## src/rtl/mips_pkg.sv

```systemverilog
// -----------------------------------------------------------------------------
// mips_pkg
//   Definitions shared by the fetch stage, control and the register file:
//   opcode and funct encodings, the fetch FSM state encoding and the reset PC.
// -----------------------------------------------------------------------------
package mips_pkg;

   // Primary opcodes, Instr[31:26]
   localparam logic [5:0] OP_RTYPE = 6'b000000;
   localparam logic [5:0] OP_ADDI  = 6'b001000;
   localparam logic [5:0] OP_ANDI  = 6'b001100;
   localparam logic [5:0] OP_LW    = 6'b100011;
   localparam logic [5:0] OP_SW    = 6'b101011;
   localparam logic [5:0] OP_BEQ   = 6'b000100;

   // R-type funct codes, Instr[5:0]
   localparam logic [5:0] FUNCT_ADD = 6'b100000;
   localparam logic [5:0] FUNCT_AND = 6'b100100;
   localparam logic [5:0] FUNCT_NOR = 6'b100111;
   localparam logic [5:0] FUNCT_JR  = 6'b001000;
   localparam logic [5:0] FUNCT_SLT = 6'b101010;

   // Fetch FSM states
   typedef enum logic [1:0] {
      IDLE  = 2'd0,
      REQ   = 2'd1,
      WAIT  = 2'd2,
      VALID = 2'd3
   } fetch_state_t;

   // PC loaded on reset (word aligned)
   localparam logic [31:0] RESET_PC = 32'h0000_0000;

endpackage : mips_pkg

```

## src/rtl/next_pc_logic.sv

```systemverilog
// -----------------------------------------------------------------------------
// next_pc_logic
//   Combinational selection of the PC that follows the instruction currently
//   held in fetch. Jr has priority over a taken beq; otherwise fall through.
//   All arithmetic wraps modulo 2^ADDR_W.
// Ports
//   pc_plus4      in   ADDR_W  pc + 4 of the held instruction
//   branch        in   1       beq in decode
//   zero          in   1       ALU equality result
//   branch_offset in   32      sign-extended immediate, in words
//   jr            in   1       jump-register in decode
//   jr_target     in   ADDR_W  rs value for jr (low two bits discarded)
//   next_pc       out  ADDR_W  selected next PC
// -----------------------------------------------------------------------------
module next_pc_logic #(
   parameter int ADDR_W = 32
) (
   input  logic [ADDR_W-1:0] pc_plus4,
   input  logic              branch,
   input  logic              zero,
   input  logic [31:0]       branch_offset,
   input  logic              jr,
   input  logic [ADDR_W-1:0] jr_target,
   output logic [ADDR_W-1:0] next_pc
);

   logic [ADDR_W-1:0] offset_words;
   logic [ADDR_W-1:0] branch_target;
   logic [ADDR_W-1:0] jr_aligned;

   // Signed cast so a negative word offset sign-extends when ADDR_W > 32.
   assign offset_words  = ADDR_W'($signed(branch_offset));
   assign branch_target = pc_plus4 + (offset_words << 2);
   assign jr_aligned    = jr_target & ~ADDR_W'(3);

   always_comb begin
      // NOTE: assigning a default first means every path drives next_pc, so no latch is inferred.
      next_pc = pc_plus4;
      if (jr)
         next_pc = jr_aligned;
      else if (branch && zero)
         next_pc = branch_target;
   end

endmodule : next_pc_logic

```

## src/rtl/instruction_fetch.sv

```systemverilog
// -----------------------------------------------------------------------------
// instruction_fetch
//   Fetch stage feeding the control unit. Owns the PC, requests instructions
//   over a req/ready handshake from a variable-latency memory, holds the word
//   in an instruction register and decodes its fields. The held instruction
//   retires on the first VALID cycle with stall=0, at which point the PC takes
//   the branch / jr / fall-through target.
// Ports
//   clk, rst        clock; synchronous active-high reset
//   imem_req        out  read request (registered)
//   imem_addr       out  read address, always the current pc
//   imem_ready      in   memory accepts request, imem_rdata valid this cycle
//   imem_rdata      in   instruction word
//   stall           in   downstream hold; blocks retirement
//   Branch, Zero, BranchOffset, Jr, JrTarget   redirect inputs from decode
//   Instr           out  instruction register
//   OpCode, Rs, Rt, Rd, Funct, Imm              decoded fields of Instr
//   PcPlus4         out  pc + 4 of the held instruction
//   InstrValid      out  Instr is valid and not yet retired
// -----------------------------------------------------------------------------
module instruction_fetch
   import mips_pkg::*;
#(
   parameter int              ADDR_W   = 32,
   parameter logic [ADDR_W-1:0] RESET_PC = ADDR_W'(mips_pkg::RESET_PC)
) (
   input  logic              clk,
   input  logic              rst,
   output logic              imem_req,
   output logic [ADDR_W-1:0] imem_addr,
   input  logic              imem_ready,
   input  logic [31:0]       imem_rdata,
   input  logic              stall,
   input  logic              Branch,
   input  logic              Zero,
   input  logic [31:0]       BranchOffset,
   input  logic              Jr,
   input  logic [ADDR_W-1:0] JrTarget,
   output logic [31:0]       Instr,
   output logic [5:0]        OpCode,
   output logic [4:0]        Rs,
   output logic [4:0]        Rt,
   output logic [4:0]        Rd,
   output logic [5:0]        Funct,
   output logic [15:0]       Imm,
   output logic [ADDR_W-1:0] PcPlus4,
   output logic              InstrValid
);

   fetch_state_t      state;
   logic [ADDR_W-1:0] pc;
   logic [ADDR_W-1:0] next_pc;

   assign imem_addr = pc;
   assign PcPlus4   = pc + ADDR_W'(4);

   assign OpCode = Instr[31:26];
   assign Rs     = Instr[25:21];
   assign Rt     = Instr[20:16];
   assign Rd     = Instr[15:11];
   assign Funct  = Instr[5:0];
   assign Imm    = Instr[15:0];

   next_pc_logic #(.ADDR_W(ADDR_W)) u_next_pc (
      .pc_plus4      (PcPlus4),
      .branch        (Branch),
      .zero          (Zero),
      .branch_offset (BranchOffset),
      .jr            (Jr),
      .jr_target     (JrTarget),
      .next_pc       (next_pc)
   );

   // Redirect inputs are only consulted on the retiring VALID cycle, so any
   // values they carry while stalled have no effect.
   always_ff @(posedge clk) begin
      // NOTE: state uses non-blocking (<=) so every register updates from pre-edge values.
      if (rst) begin
         state      <= IDLE;
         pc         <= RESET_PC;
         Instr      <= '0;
         InstrValid <= 1'b0;
         imem_req   <= 1'b0;
      end else begin
         unique case (state)
            IDLE: begin
               state    <= REQ;
               imem_req <= 1'b1;
            end
            REQ, WAIT: begin
               if (imem_ready) begin
                  Instr      <= imem_rdata;
                  InstrValid <= 1'b1;
                  imem_req   <= 1'b0;
                  state      <= VALID;
               end else begin
                  state <= WAIT;
               end
            end
            VALID: begin
               if (!stall) begin
                  pc         <= next_pc;
                  InstrValid <= 1'b0;
                  imem_req   <= 1'b1;
                  state      <= REQ;
               end
            end
            default: begin
               state    <= IDLE;
               imem_req <= 1'b0;
            end
         endcase
      end
   end

endmodule : instruction_fetch

```

## config.mk

```make
export PLATFORM = sky130hd
export DESIGN_NAME = instruction_fetch
export DESIGN_NICKNAME = d
export VERILOG_FILES = /design/src/rtl/mips_pkg.sv /design/src/rtl/next_pc_logic.sv /design/src/rtl/instruction_fetch.sv
export SDC_FILE = /design/constraint.sdc
export NUM_CORES = 1
export LEC_CHECK = 0
export BUFFER_PORTS_ARGS = -buffer_cell sky130_fd_sc_hd__clkbuf_2
export CORE_MARGIN = 8
export CORE_UTILIZATION = 49
export CTS_CLUSTER_SIZE = 16
export DETAILED_ROUTE_END_ITERATION = 12
export PLACE_DENSITY = 0.83
export SYNTH_ARGS = -nofsm -noshare
export SYNTH_HDL_FRONTEND = slang
export SYNTH_HIERARCHICAL = 1
export SYNTH_SLANG_ARGS = --single-unit
```

## constraint.sdc

```tcl
create_clock -name clk -period 4.3 [get_ports clk]
set_input_delay 1.29 -clock clk [delete_from_list [all_inputs] [get_ports clk]]
set_output_delay 1.29 -clock clk [all_outputs]
set_load 0.05 [all_outputs]
```

==> results of run 1 <==
-- tightest hold or removal path, delay by kind of cell (launching register included) --
family | cells | cell delay [ps]
flip-flops | 1 | 320
AND/OR/NAND/NOR | 1 | 50
AO/OA/AOI/OAI | 1 | 50
-- metal layers --
layer	GRT usage (%)	wire [µm]	vias to the layer above
met1	27.8	7460	2708
met2	38.2	8440	286
met3	5.52	1510	33
met4	8.68	467	0
met5	0	0	-
li1	-	-	2989
-- final timing paths --
| path | slack, ps | depth (start not counted) | end | start |
|---|---|---|---|---|
| min reg2reg | 470 | 2 | Instr[19]$_SDFFE_PP0P_ | Instr[19]$_SDFFE_PP0P_ |
| min | 470 | 2 | Instr[19]$_SDFFE_PP0P_ | Instr[19]$_SDFFE_PP0P_ |
| max | 270 | 5 | PcPlus4[30] | imem_addr[15]$_SDFFE_PP0P_ |
| max reg2reg | 350 | 15 | imem_addr[30]$_SDFFE_PP0P_ | imem_addr[5]$_SDFFE_PP0P_ |
-- power groups by stage --
stage               registers (W)  clock network [W]  logic, W
finish                   0.000731           0.000707  0.000854
global route             0.000739           0.000759  0.000910
CTS                      0.000731           0.000721  0.000855
detailed placement       0.000743                  0  0.000853
global placement         0.000742                  0  0.000847
floorplan                0.000897                  0  0.000540
-- cell usage after synthesis, types with 15 or more instances --
cell | number | area [µm²]
sky130_fd_sc_hd__nand3_1 | 22 | 110
sky130_fd_sc_hd__clkbuf_1 | 39 | 146
sky130_fd_sc_hd__ha_1 | 31 | 388
sky130_fd_sc_hd__o21ai_1 | 23 | 115
sky130_fd_sc_hd__nor2_1 | 34 | 128
sky130_fd_sc_hd__dfxtp_1 | 68 | 1360
sky130_fd_sc_hd__o21ai_0 | 17 | 85.1
sky130_fd_sc_hd__xnor2_1 | 35 | 307
sky130_fd_sc_hd__buf_4 | 45 | 338
sky130_fd_sc_hd__nand2_1 | 195 | 732
sky130_fd_sc_hd__a21oi_1 | 118 | 591
sky130_fd_sc_hd__xor2_1 | 15 | 131
-- kinds of logic after synthesis --
logic type                 Yosys count
AOI/OAI and AO/OA                  210
muxes                               10
DFF                                 68
buffers and inverters              103
adders and majority gates           32
and+or+nand+nor                    311
xor gates and xnor gates            50
-- cell type report --
class / instances / area share (%)
inverter: 12 / 0.656
multi-input combinational: 613 / 54.3
timing repair buffer: 248 / 18.4
clock buffer: 13 / 3.64
tap: 143 / 2.61
clock inverter: 2 / 0.510
sequential: 68 / 19.8
-- flip-flops by register name, summed over array words and instances, names as in the netlist --
name and flops:
imem_req 1, state 2, imem_addr 32, InstrValid 1, Instr 32
-- stage by stage --
stage                     setup WS, ps  utilization, %
final                              272            61.2
after global routing              78.9            61.2
after floorplan                  -18.5               -
after detailed placement           314            58.6
after global placement             350            58.6
after CTS                          282            61.2
==> summary.txt, run 1 <==
==============================================================================
Result of the run                                                    completed
Gr ovfl total                                                                0
Worst-case vdd ir drop                                                0.306 mV
CTS tree                                                                   yes
Switching part of the total                                              40.7%
Most common cell after layout, fill and taps aside                sky130_fd_sc_hd__clkbuf_2
Setup repair after global routing missed its margin                         no
Ports                                                                      244
Global-route wire length before repair                               27,600 µm
Gate family responsible for the most delay along the worst path   simple AND/OR/NAND/NOR gates
Endpoint kind of the worst setup timing path                       output port
DPL Wire Length                                                      14,300 µm
Compound-gate portion of the synthesized area                            22.7%
Setup violation total in the final timing report                             0
Seq cells post-synth                                                        68
Worst Max-Slew Pin Slew                                                1140 ps
Biggest cell delay along the critical path                              660 ps
Proportion of power drawn by combinational gates                         37.2%
Final critical-path required period                                    4030 ps
Post-route total power                                               0.00229 W
Effective utilization at floorplan                                       49.3%
Antenna violations before repair                                             0
Post-DRT Antenna Nets                                                        0
Main combinational cell family by area after synthesis            simple AND/OR/NAND/NOR gates
# H-tree levels                                                              3
PortBufs                                                                   239
Post-Layout Inst Area                                              0.00687 mm²
Placed insts                                                             1,084
Clk pwr share                                                            30.9%
Area of the die                                                     0.0150 mm²
Syn nets                                                                   919
Largest net degree at the start of global routing                           41
Crit-path slowest cell                                            sky130_fd_sc_hd__nor4_1
Chip Height                                                             122 µm
Leak                                                                   3.29 nW
Adder-Cell Fraction of Synth Area                                        7.37%
Switch Pwr                                                          0.000934 W
Core area                                                           0.0112 mm²
Final hold slack                                                        474 ps
Number of hold violations in the final report                                0
Library cell used as clock root buffer                            sky130_fd_sc_hd__clkbuf_16
Max-slew violation total from the final report                               0
Number of flops mapped to enable cells by yosys                              0
Async set-reset flop share out of synthesis                                 0%
Bufs and invs on worst path                                                  1
Maximum Capacitance Violations                                               0
Wirelength per Cell                                                    16.3 µm
Die width                                                               122 µm
Post-synthesis share of cell area spent on xor and xnor gates            7.91%
Maximum fanout encountered on the critical timing path                       8
Maximum achievable frequency                                         0.248 GHz
Yosys warning total                                                          6
Placed inst area                                                   0.00658 mm²
Main flop type after synthesis                                    sky130_fd_sc_hd__dfxtp_1
Power density over the cells                                        334 mW/mm²
Footprint of the flip-flops and latches                            0.00136 mm²
Final nets                                                               1,087
Critical path start-end classification                              reg -> out
Hold Path Class                                                     reg -> reg
Critical path launch point type                                       register
Multi-input gate area in the final layout                          0.00373 mm²
Routability congestion estimate from global placement                    0.938
Core Rows                                                                   39
Total routed wirelength                                              17,900 µm
Count of unique library cells instantiated by Yosys                         62
Fraction of layout cells with a size suffix above 1                      31.1%
Vias/cell                                                                 5.47
GRT Overall Usage                                                        22.8%
Internal cell power                                                  0.00136 W
Clock-pin slew on the worst setup and hold paths                         60 ps
Critical Path AT                                                       2740 ps
Largest clock skew in the final design                                 7.65 ps
Total clock buffers created by CTS                                           9
Final routed DRC violation total                                             0
Resized cells post-CTS                                                       0
Multiplexer fraction of the synthesized cell area                        1.81%
Simple-Gate Fraction of Synth Area                                       25.5%
FILL cells                                                               1,063
Buffers inserted during post-CTS setup optimization                          0
Sequential share of the synthesized area                                 24.6%
Number of cells in the finished layout apart from fillers                1,099
CTS sink count                                                              68
Hold-fix buffers, CTS                                                        0
Crit path required time                                                3010 ps
Most frequent cells in the layout                                 239 x sky130_fd_sc_hd__clkbuf_2, 195 x sky130_fd_sc_hd__nand2_1, 118 x sky130_fd_sc_hd__a21oi_1, 68 x sky130_fd_sc_hd__dfxtp_1, 34 x sky130_fd_sc_hd__nor2_1
Sequential cell fraction of total power                                  31.9%
Number of instances in the synthesized netlist                             784
Post-route clock period utilization                                      93.7%
Clock insertion delay at the later pin of the skew report               320 ps
Final total negative setup slack                                          0 ps
Via Count                                                                6,016
First-pass DRT Iterations                                                    5
Initial DRC Count                                                          531
Maximum number of buffers from clock root to sink                            2
Remaining max-slew budget at the tightest pin                            24.1%
Synth Cell Area                                                    0.00554 mm²
Critical-path cell list                                           nand4_1 > nor4_1 > nand3_1 > xnor2_1 > clkbuf_2
Number of antenna diodes                                                     0
Area Growth Syn to Fin                                                   24.0%
Average cell area after synthesis                                     7.06 µm²
Number of global-route vias before repair                                5,650
==============================================================================
Note: power is estimated with default switching activity, not from simulation.
==> run 2: changes to the inputs <==
ABC_AREA = 1   (was unset)
CORE_MARGIN = unset   (was 8)
CORE_UTILIZATION = 51   (was 49)
PLACE_DENSITY = 0.84   (was 0.83)
==> run 2 against run 1 <==
Area after synthesis increased by 17%. Critical path type unchanged. Critical path depth increased by 2. Largest power group unchanged. Via count increased by 24%. Highest routed layer unchanged. Sequential power rose by 3.4%.
==> summary.txt, run 2 <==
===============================================================================
CTS sink count                                                               68   unchanged
Remaining max-slew budget at the tightest pin                             32.0%   was 24.1%
Number of antenna diodes                                                      0   unchanged
Effective utilization at floorplan                                        53.0%   was 49.3%
Share of Yosys cell area claimed by the top area cell type                25.5%   was 24.6%
PortBufs                                                                    239   unchanged
Syn nets                                                                  1,251   was 919
Count of unique library cells instantiated by Yosys                          36   was 62
First-pass DRT Iterations                                                     5   unchanged
Clock insertion delay at the later pin of the skew report                330 ps   was 320 ps
Number of cells in the finished layout apart from fillers                 1,467   was 1,099
Most repeated cell in the gate-level netlist after synthesis       sky130_fd_sc_hd__nand2_1   unchanged
Total routed wirelength                                               20,100 µm   was 17,900 µm
Post-route core utilization                                               63.4%   was 61.2%
Result of the run                                                     completed   unchanged
Maximum achievable frequency                                          0.280 GHz   was 0.248 GHz
Async set-reset flop share out of synthesis                                  0%   unchanged
Maximum fanout encountered on the critical timing path                        4   was 8
Yosys warning total                                                           6   unchanged
Worst Max-Slew Pin Slew                                                 1020 ps   was 1140 ps
Library cell used as clock root buffer                             sky130_fd_sc_hd__clkbuf_16   unchanged
Gr ovfl total                                                                 0   unchanged
Chip Height                                                              115 µm   was 122 µm
Resized cells post-CTS                                                        0   unchanged
Cell depth of the worst min-delay path                                        2   unchanged
Global-route wire length before repair                                30,900 µm   was 27,600 µm
Final total negative setup slack                                           0 ps   unchanged
Main flop type after synthesis                                     sky130_fd_sc_hd__dfxtp_1   unchanged
Hold-fix buffers, CTS                                                         0   unchanged
Antenna violations before repair                                              0   unchanged
Maximum number of buffers from clock root to sink                             2   unchanged
Core Rows                                                                    40   was 39
Most common cell after layout, fill and taps aside                 sky130_fd_sc_hd__nand2_1   was sky130_fd_sc_hd__clkbuf_2
Fraction of layout cells with a size suffix above 1                       23.6%   was 31.1%
Power density over the cells                                         339 mW/mm²   was 334 mW/mm²
Hold Path Class                                                      reg -> reg   unchanged
Post-DRT Antenna Nets                                                         0   unchanged
Largest clock skew in the final design                                  5.07 ps   was 7.65 ps
Maximum Capacitance Violations                                                0   unchanged
Worst-case vdd ir drop                                                 0.324 mV   was 0.306 mV
Synth Cell Area                                                     0.00647 mm²   was 0.00554 mm²
Post-route total power                                                0.00262 W   was 0.00229 W
Post-Layout Inst Area                                               0.00774 mm²   was 0.00687 mm²
Top cells by instance count after synthesis                        440 x sky130_fd_sc_hd__nand2_1, 118 x sky130_fd_sc_hd__inv_1, 114 x sky130_fd_sc_hd__nor2_1   was 195 x sky130_fd_sc_hd__nand2_1, 118 x sky130_fd_sc_hd__a21oi_1, 68 x sky130_fd_sc_hd__dfxtp_1
Cell accounting for the most synthesized area                      sky130_fd_sc_hd__nand2_1   was sky130_fd_sc_hd__dfxtp_1
Ports                                                                       244   unchanged
Critical Path AT                                                        2280 ps   was 2740 ps
Critical path start-end classification                               reg -> out   unchanged
Final routed DRC violation total                                              0   unchanged
Area Growth Syn to Fin                                                    19.6%   was 24.0%
Average cell area after synthesis                                      5.80 µm²   was 7.06 µm²
Wirelength per Cell                                                     13.7 µm   was 16.3 µm
Total clock buffers created by CTS                                            9   unchanged
FILL cells                                                                1,218   was 1,063
Max-slew violation total from the final report                                0   unchanged
Final nets                                                                1,429   was 1,087
Leak                                                                    4.29 nW   was 3.29 nW
Number of instances in the synthesized netlist                            1,116   was 784
Seq cells post-synth                                                         68   unchanged
Routability congestion estimate from global placement                     0.952   was 0.938
Leading post-synthesis cells by cell area                          sky130_fd_sc_hd__nand2_1 26%, sky130_fd_sc_hd__dfxtp_1 21%, sky130_fd_sc_hd__inv_1 6.8%   was sky130_fd_sc_hd__dfxtp_1 25%, sky130_fd_sc_hd__nand2_1 13%, sky130_fd_sc_hd__a21oi_1 11%
Vias/cell                                                                  5.09   was 5.47
Placed inst area                                                    0.00741 mm²   was 0.00658 mm²
# H-tree levels                                                               3   unchanged
Final critical-path required period                                     3570 ps   was 4030 ps
Largest net degree at the start of global routing                            47   was 41
Number of flops mapped to enable cells by yosys                               0   unchanged
Die width                                                                115 µm   was 122 µm
CTS tree                                                                    yes   unchanged
Number of cells traversed by the worst register-to-register path             18   was 15
Critical path launch point type                                        register   unchanged
Placed insts                                                              1,451   was 1,084
Crit path required time                                                 3010 ps   about the same
Most frequent cells in the layout                                  440 x sky130_fd_sc_hd__nand2_1, 239 x sky130_fd_sc_hd__clkbuf_2, 118 x sky130_fd_sc_hd__inv_1, 114 x sky130_fd_sc_hd__nor2_1, 83 x sky130_fd_sc_hd__a21oi_1   was 239 x sky130_fd_sc_hd__clkbuf_2, 195 x sky130_fd_sc_hd__nand2_1, 118 x sky130_fd_sc_hd__a21oi_1, 68 x sky130_fd_sc_hd__dfxtp_1, 34 x sky130_fd_sc_hd__nor2_1
Setup violation total in the final timing report                              0   unchanged
Endpoint kind of the worst setup timing path                        output port   unchanged
Sequential share of the synthesized area                                  21.0%   was 24.6%
Clock-pin slew on the worst setup and hold paths                          60 ps   about the same
DPL Wire Length                                                       16,100 µm   was 14,300 µm
Area of the die                                                      0.0131 mm²   was 0.0150 mm²
Via Count                                                                 7,461   was 6,016
Number of global-route vias before repair                                 6,303   was 5,650
GRT Overall Usage                                                         30.3%   was 22.8%
Initial DRC Count                                                           661   was 531
Number of hold violations in the final report                                 0   unchanged
Buffers inserted during post-CTS setup optimization                           0   unchanged
Setup repair after global routing missed its margin                          no   unchanged
Core area                                                            0.0122 mm²   was 0.0112 mm²
Post-route clock period utilization                                       82.9%   was 93.7%
===============================================================================
run 2: worst paths after layout:
check,to,startpoint,slack [ps]
setup / recovery,PcPlus4[18],imem_addr[3]$_SDFFE_PP0P_,730
hold / removal,state[0]$_SDFFE_PP0P_,state[0]$_SDFFE_PP0P_,480
setup reg to reg,imem_addr[29]$_SDFFE_PP0P_,imem_addr[3]$_SDFFE_PP0P_,940
hold reg to reg,state[0]$_SDFFE_PP0P_,state[0]$_SDFFE_PP0P_,480
run 2: cell type report:
cell class                      instances  area, µm²  area share, %
Sequential cell                        68       1360           17.6
Multi-Input combinational cell        849       4150           53.6
Timing Repair Buffer                  244       1230           15.9
Tap cell                              168        210           2.72
Inverter                              122        458           5.92
Clock buffer                            9        225           2.91
Clock inverter                          7       98.8           1.28
run 2: stage by stage:
stage,hold slack (ps),setup WS (ps)
after CTS,479,745
after global routing,494,624
after global placement,462,1020
final,475,734
after floorplan,448,355
after detailed placement,471,1010
run 2: cells by family after synthesis:
family	count (synthesis)	share of synthesized area, %
simple gates	667	43.6
buf+inv	199	14.8
compound gates	122	10.3
flops	68	21.0
fa+ha+maj	32	6.30
xor+xnor	28	3.91
run 2: power breakdown:
part / leakage [nW] / switching (W) / internal (W)
Clock: 0.156 / 0.000293 / 0.000511
Sequential: 0.553 / 0.0000624 / 0.000693
Combinational: 3.58 / 0.000803 / 0.000257
Total: 4.29 / 0.00116 / 0.00146
run 2: per-layer routing:
metal  vias up  share of wire [%]  GRT usage [%]
li1       3785                  -              -
met2       363                 44           46.4
met1      3276                 44           41.3
met4         0                2.7           11.0
met5         -                  0              0
met3        37                9.0           6.99
run 2: worst max-delay path, cell delays in order, from the launching register on:
cell	delay [ps]
sky130_fd_sc_hd__dfxtp_1	390
sky130_fd_sc_hd__ha_1	220
sky130_fd_sc_hd__nand2_1	60
sky130_fd_sc_hd__nor2_1	210
sky130_fd_sc_hd__nand2_2	140
sky130_fd_sc_hd__nor2_2	200
sky130_fd_sc_hd__xor2_1	360
sky130_fd_sc_hd__clkbuf_2	350
==> run 3: changes to the inputs <==
clock period = 3.45 ns   (was 4.3 ns; I/O delays follow)
==> run 3 against run 2 <==
Cell area up 3.2%. Worst hold slack got worse by 6.2 ps. Register-to-register slack got worse by 730 ps. Via count stayed put. Clock power up 14%. Critical path depth rose by 13. Non-clock buffer count grew 8. Sequential power up 24%. First-iteration DRC count shrank 9.2%. Wire length up 1.2%. Count of clock-buffer cells in the layout rose by 4. Combinational power up 26%. Largest cell class unchanged. Largest power group unchanged. Highest routed layer unchanged.
==> summary.txt, run 3 (synthesis gave the netlist of run 2 again) <==
===============================================================================
Result of the run                                                     completed   unchanged
Endpoint kind of the worst setup timing path                           register   was output port
Number of antenna diodes                                                      0   unchanged
Bufs and invs on worst path                                                   0   was 1
PortBufs                                                                    239   unchanged
Effective utilization at floorplan                                        53.0%   unchanged
# H-tree levels                                                               3   unchanged
Remaining max-slew budget at the tightest pin                             38.3%   was 32.0%
Worst Max-Slew Pin Slew                                                  925 ps   was 1020 ps
Biggest cell delay along the critical path                               420 ps   was 390 ps
Hold path endpoint                                                 state[0]$_SDFFE_PP0P_   unchanged
Footprint of the flip-flops and latches                             0.00137 mm²   was 0.00136 mm²
Most repeated library cell on the critical path                    sky130_fd_sc_hd__nand2_1
Area Growth Syn to Fin                                                    23.4%   was 19.6%
Number of global-route vias before repair                                 6,581   was 6,303
HP Start                                                           state[0]$_SDFFE_PP0P_   unchanged
Antenna violations before repair                                              0   unchanged
CTS sink count                                                               68   unchanged
Chip Height                                                              115 µm   unchanged
Clock insertion delay at the later pin of the skew report                320 ps   was 330 ps
Maximum Capacitance Violations                                                0   unchanged
Terminus of the critical flop-to-flop path                         imem_addr[28]$_SDFFE_PP0P_   was imem_addr[29]$_SDFFE_PP0P_
Number of hold violations in the final report                                 0   unchanged
Worst Setup Slack post-DPL                                               286 ps   was 1010 ps
FILL cells                                                                1,204   was 1,218
Largest net degree at the start of global routing                            43   was 47
Met2 demand-to-capacity share in global routing                           52.6%   was 46.4%
CTS tree                                                                    yes   unchanged
Area of the die                                                      0.0131 mm²   unchanged
Clock-pin slew on the worst setup and hold paths                          50 ps   was 60 ps
Crit-path slowest cell                                             sky130_fd_sc_hd__ha_1   was sky130_fd_sc_hd__dfxtp_1
Critical-path cell list                                            ha_1 > nand2_1 > nor2_1 > nand2_2 > nor2_2 > nand2_1 > nand2_1 > nand2_1 > ha_1 > nand2_1 > nor2_1 > and2_1 > nand3_1 > nand2_1 > nand2_1 > nand3_1 > nand2_1 > nand2_1 > nor2_1 > a211oi_1   was ha_1 > nand2_1 > nor2_1 > nand2_2 > nor2_2 > xor2_1 > clkbuf_2
Total routed wirelength                                               20,300 µm   was 20,100 µm
Resized cells post-CTS                                                        0   unchanged
Cell depth of the worst min-delay path                                        2   unchanged
Die width                                                                115 µm   unchanged
Critical Path AT                                                        3480 ps   was 2280 ps
Met1 usage                                                                38.5%   was 41.3%
Power density over the cells                                         400 mW/mm²   was 339 mW/mm²
Met3 capacity usage during global routing                                 4.82%   was 6.99%
Global-route wire length before repair                                31,500 µm   was 30,900 µm
Ports                                                                       244   unchanged
Post-route core utilization                                               65.4%   was 63.4%
Routing layer with the top usage in global route                           met2   unchanged
Final nets                                                                1,437   was 1,429
Routability congestion estimate from global placement                      1.01   was 0.952
GRT Overall Usage                                                         30.9%   was 30.3%
Via Count                                                                 7,461   unchanged
Worst-case vdd ir drop                                                 0.475 mV   was 0.324 mV
Library cell used as clock root buffer                             sky130_fd_sc_hd__clkbuf_16   unchanged
Initial DRC Count                                                           600   was 661
Largest clock skew in the final design                                  2.26 ps   was 5.07 ps
Final critical-path required period                                     3240 ps
DPL Wire Length                                                       16,500 µm   was 16,100 µm
Critical path launch point type                                        register   unchanged
Setup violation total in the final timing report                              0   unchanged
Placed insts                                                              1,459   was 1,451
Most common cell after layout, fill and taps aside                 sky130_fd_sc_hd__nand2_1   unchanged
Core area                                                            0.0122 mm²   unchanged
Crit path required time                                                 3690 ps   was 3010 ps
Worst reg2reg path startpoint                                      imem_addr[3]$_SDFFE_PP0P_   unchanged
Setup repair after global routing missed its margin                          no   unchanged
Maximum number of buffers from clock root to sink                             2   unchanged
Buffers inserted during post-CTS setup optimization                           0   unchanged
Wirelength per Cell                                                     13.8 µm   was 13.7 µm
Final total negative setup slack                                           0 ps   unchanged
Total clock buffers created by CTS                                            9   unchanged
Fraction of layout cells with a size suffix above 1                       25.4%   was 23.6%
Critical path start-end classification                               reg -> reg   was reg -> out
Gr ovfl total                                                                 0   unchanged
Gate family responsible for the most delay along the worst path    simple AND/OR/NAND/NOR gates   unchanged
Maximum fanout encountered on the critical timing path                        5   was 4
Hold Path Class                                                      reg -> reg   unchanged
Reg2reg setup slack                                                      210 ps   was 940 ps
Maximum achievable frequency                                          0.308 GHz
Number of cells traversed by the worst register-to-register path             20   was 18
Core Rows                                                                    40   unchanged
Number of cells in the finished layout apart from fillers                 1,475   was 1,467
Multi-input gate area in the final layout                           0.00433 mm²   was 0.00415 mm²
Max-slew violation total from the final report                                0   unchanged
Post-DRT Antenna Nets                                                         0   unchanged
Post-route clock period utilization                                       94.0%
Final routed DRC violation total                                              0   unchanged
Vias/cell                                                                  5.06   was 5.09
Hold-fix buffers, CTS                                                         0   unchanged
Most frequent cells in the layout                                  439 x sky130_fd_sc_hd__nand2_1, 239 x sky130_fd_sc_hd__clkbuf_2, 117 x sky130_fd_sc_hd__inv_1, 113 x sky130_fd_sc_hd__nor2_1, 83 x sky130_fd_sc_hd__a21oi_1   was 440 x sky130_fd_sc_hd__nand2_1, 239 x sky130_fd_sc_hd__clkbuf_2, 118 x sky130_fd_sc_hd__inv_1, 114 x sky130_fd_sc_hd__nor2_1, 83 x sky130_fd_sc_hd__a21oi_1
First-pass DRT Iterations                                                     8   was 5
Leak                                                                    4.37 nW   was 4.29 nW
Setup slack of the critical path after layout                            208 ps   was 734 ps
===============================================================================
run 3: worst register-to-register path, stage by stage, from the launching register on:
cell	delay (ps)
sky130_fd_sc_hd__dfxtp_2	360
sky130_fd_sc_hd__ha_1	210
sky130_fd_sc_hd__nand2_1	70
sky130_fd_sc_hd__nor2_1	220
sky130_fd_sc_hd__nand2_2	150
sky130_fd_sc_hd__nor2_2	210
sky130_fd_sc_hd__nand2_1	80
sky130_fd_sc_hd__nand2_1	60
sky130_fd_sc_hd__nand2_1	130
sky130_fd_sc_hd__ha_1	420
sky130_fd_sc_hd__nand2_1	130
sky130_fd_sc_hd__nor2_1	220
sky130_fd_sc_hd__and2_1	180
sky130_fd_sc_hd__nand3_1	100
sky130_fd_sc_hd__nand2_1	80
sky130_fd_sc_hd__nand2_1	50
sky130_fd_sc_hd__nand3_1	90
sky130_fd_sc_hd__nand2_1	60
sky130_fd_sc_hd__nand2_1	90
sky130_fd_sc_hd__nor2_1	60
sky130_fd_sc_hd__a211oi_1	200
run 3: worst max-delay path by stage:
stage                                   start                          to  depth (start not counted)
floorplan           imem_addr[5]$_SDFFE_PP0P_  imem_addr[26]$_SDFFE_PP0P_                         18
finish              imem_addr[3]$_SDFFE_PP0P_  imem_addr[28]$_SDFFE_PP0P_                         20
global route        imem_addr[3]$_SDFFE_PP0P_  imem_addr[29]$_SDFFE_PP0P_                         21
CTS                 imem_addr[2]$_SDFFE_PP0P_                 PcPlus4[16]                          8
global placement    imem_addr[3]$_SDFFE_PP0P_  imem_addr[26]$_SDFFE_PP0P_                         19
detailed placement  imem_addr[2]$_SDFFE_PP0P_  imem_addr[26]$_SDFFE_PP0P_                         18
run 3: stage by stage:
step                hold WS [ps]  area [µm²]  total power (W)
floorplan                    448        6630          0.00204
global placement             463        7660          0.00227
detailed placement           464        7660          0.00228
CTS                          472        7960          0.00321
global route                 506        7990          0.00336
finish                       469        7990          0.00320
run 3: metal layers:
metal	up-vias	routed length, µm
met5	-	0
met4	0	677
met3	46	1570
met2	321	9660
met1	3290	8410
li1	3804	-
run 3: layout make-up:
| type | count | share of cell area [%] |
|---|---|---|
| multi-input cells | 849 | 54.2 |
| flip-flops and latches | 68 | 17.1 |
| repair buffers | 252 | 16.5 |
| inverters | 122 | 5.78 |
| clock buffers | 13 | 3.26 |
| well taps | 168 | 2.63 |
| clock inverters | 3 | 0.564 |
run 3: power by group:
group          switching [W]  leakage [nW]  internal, W
clock               0.000322         0.142     0.000599
sequential         0.0000742         0.555     0.000865
combinational        0.00101          3.68     0.000332
total                0.00140          4.37      0.00180
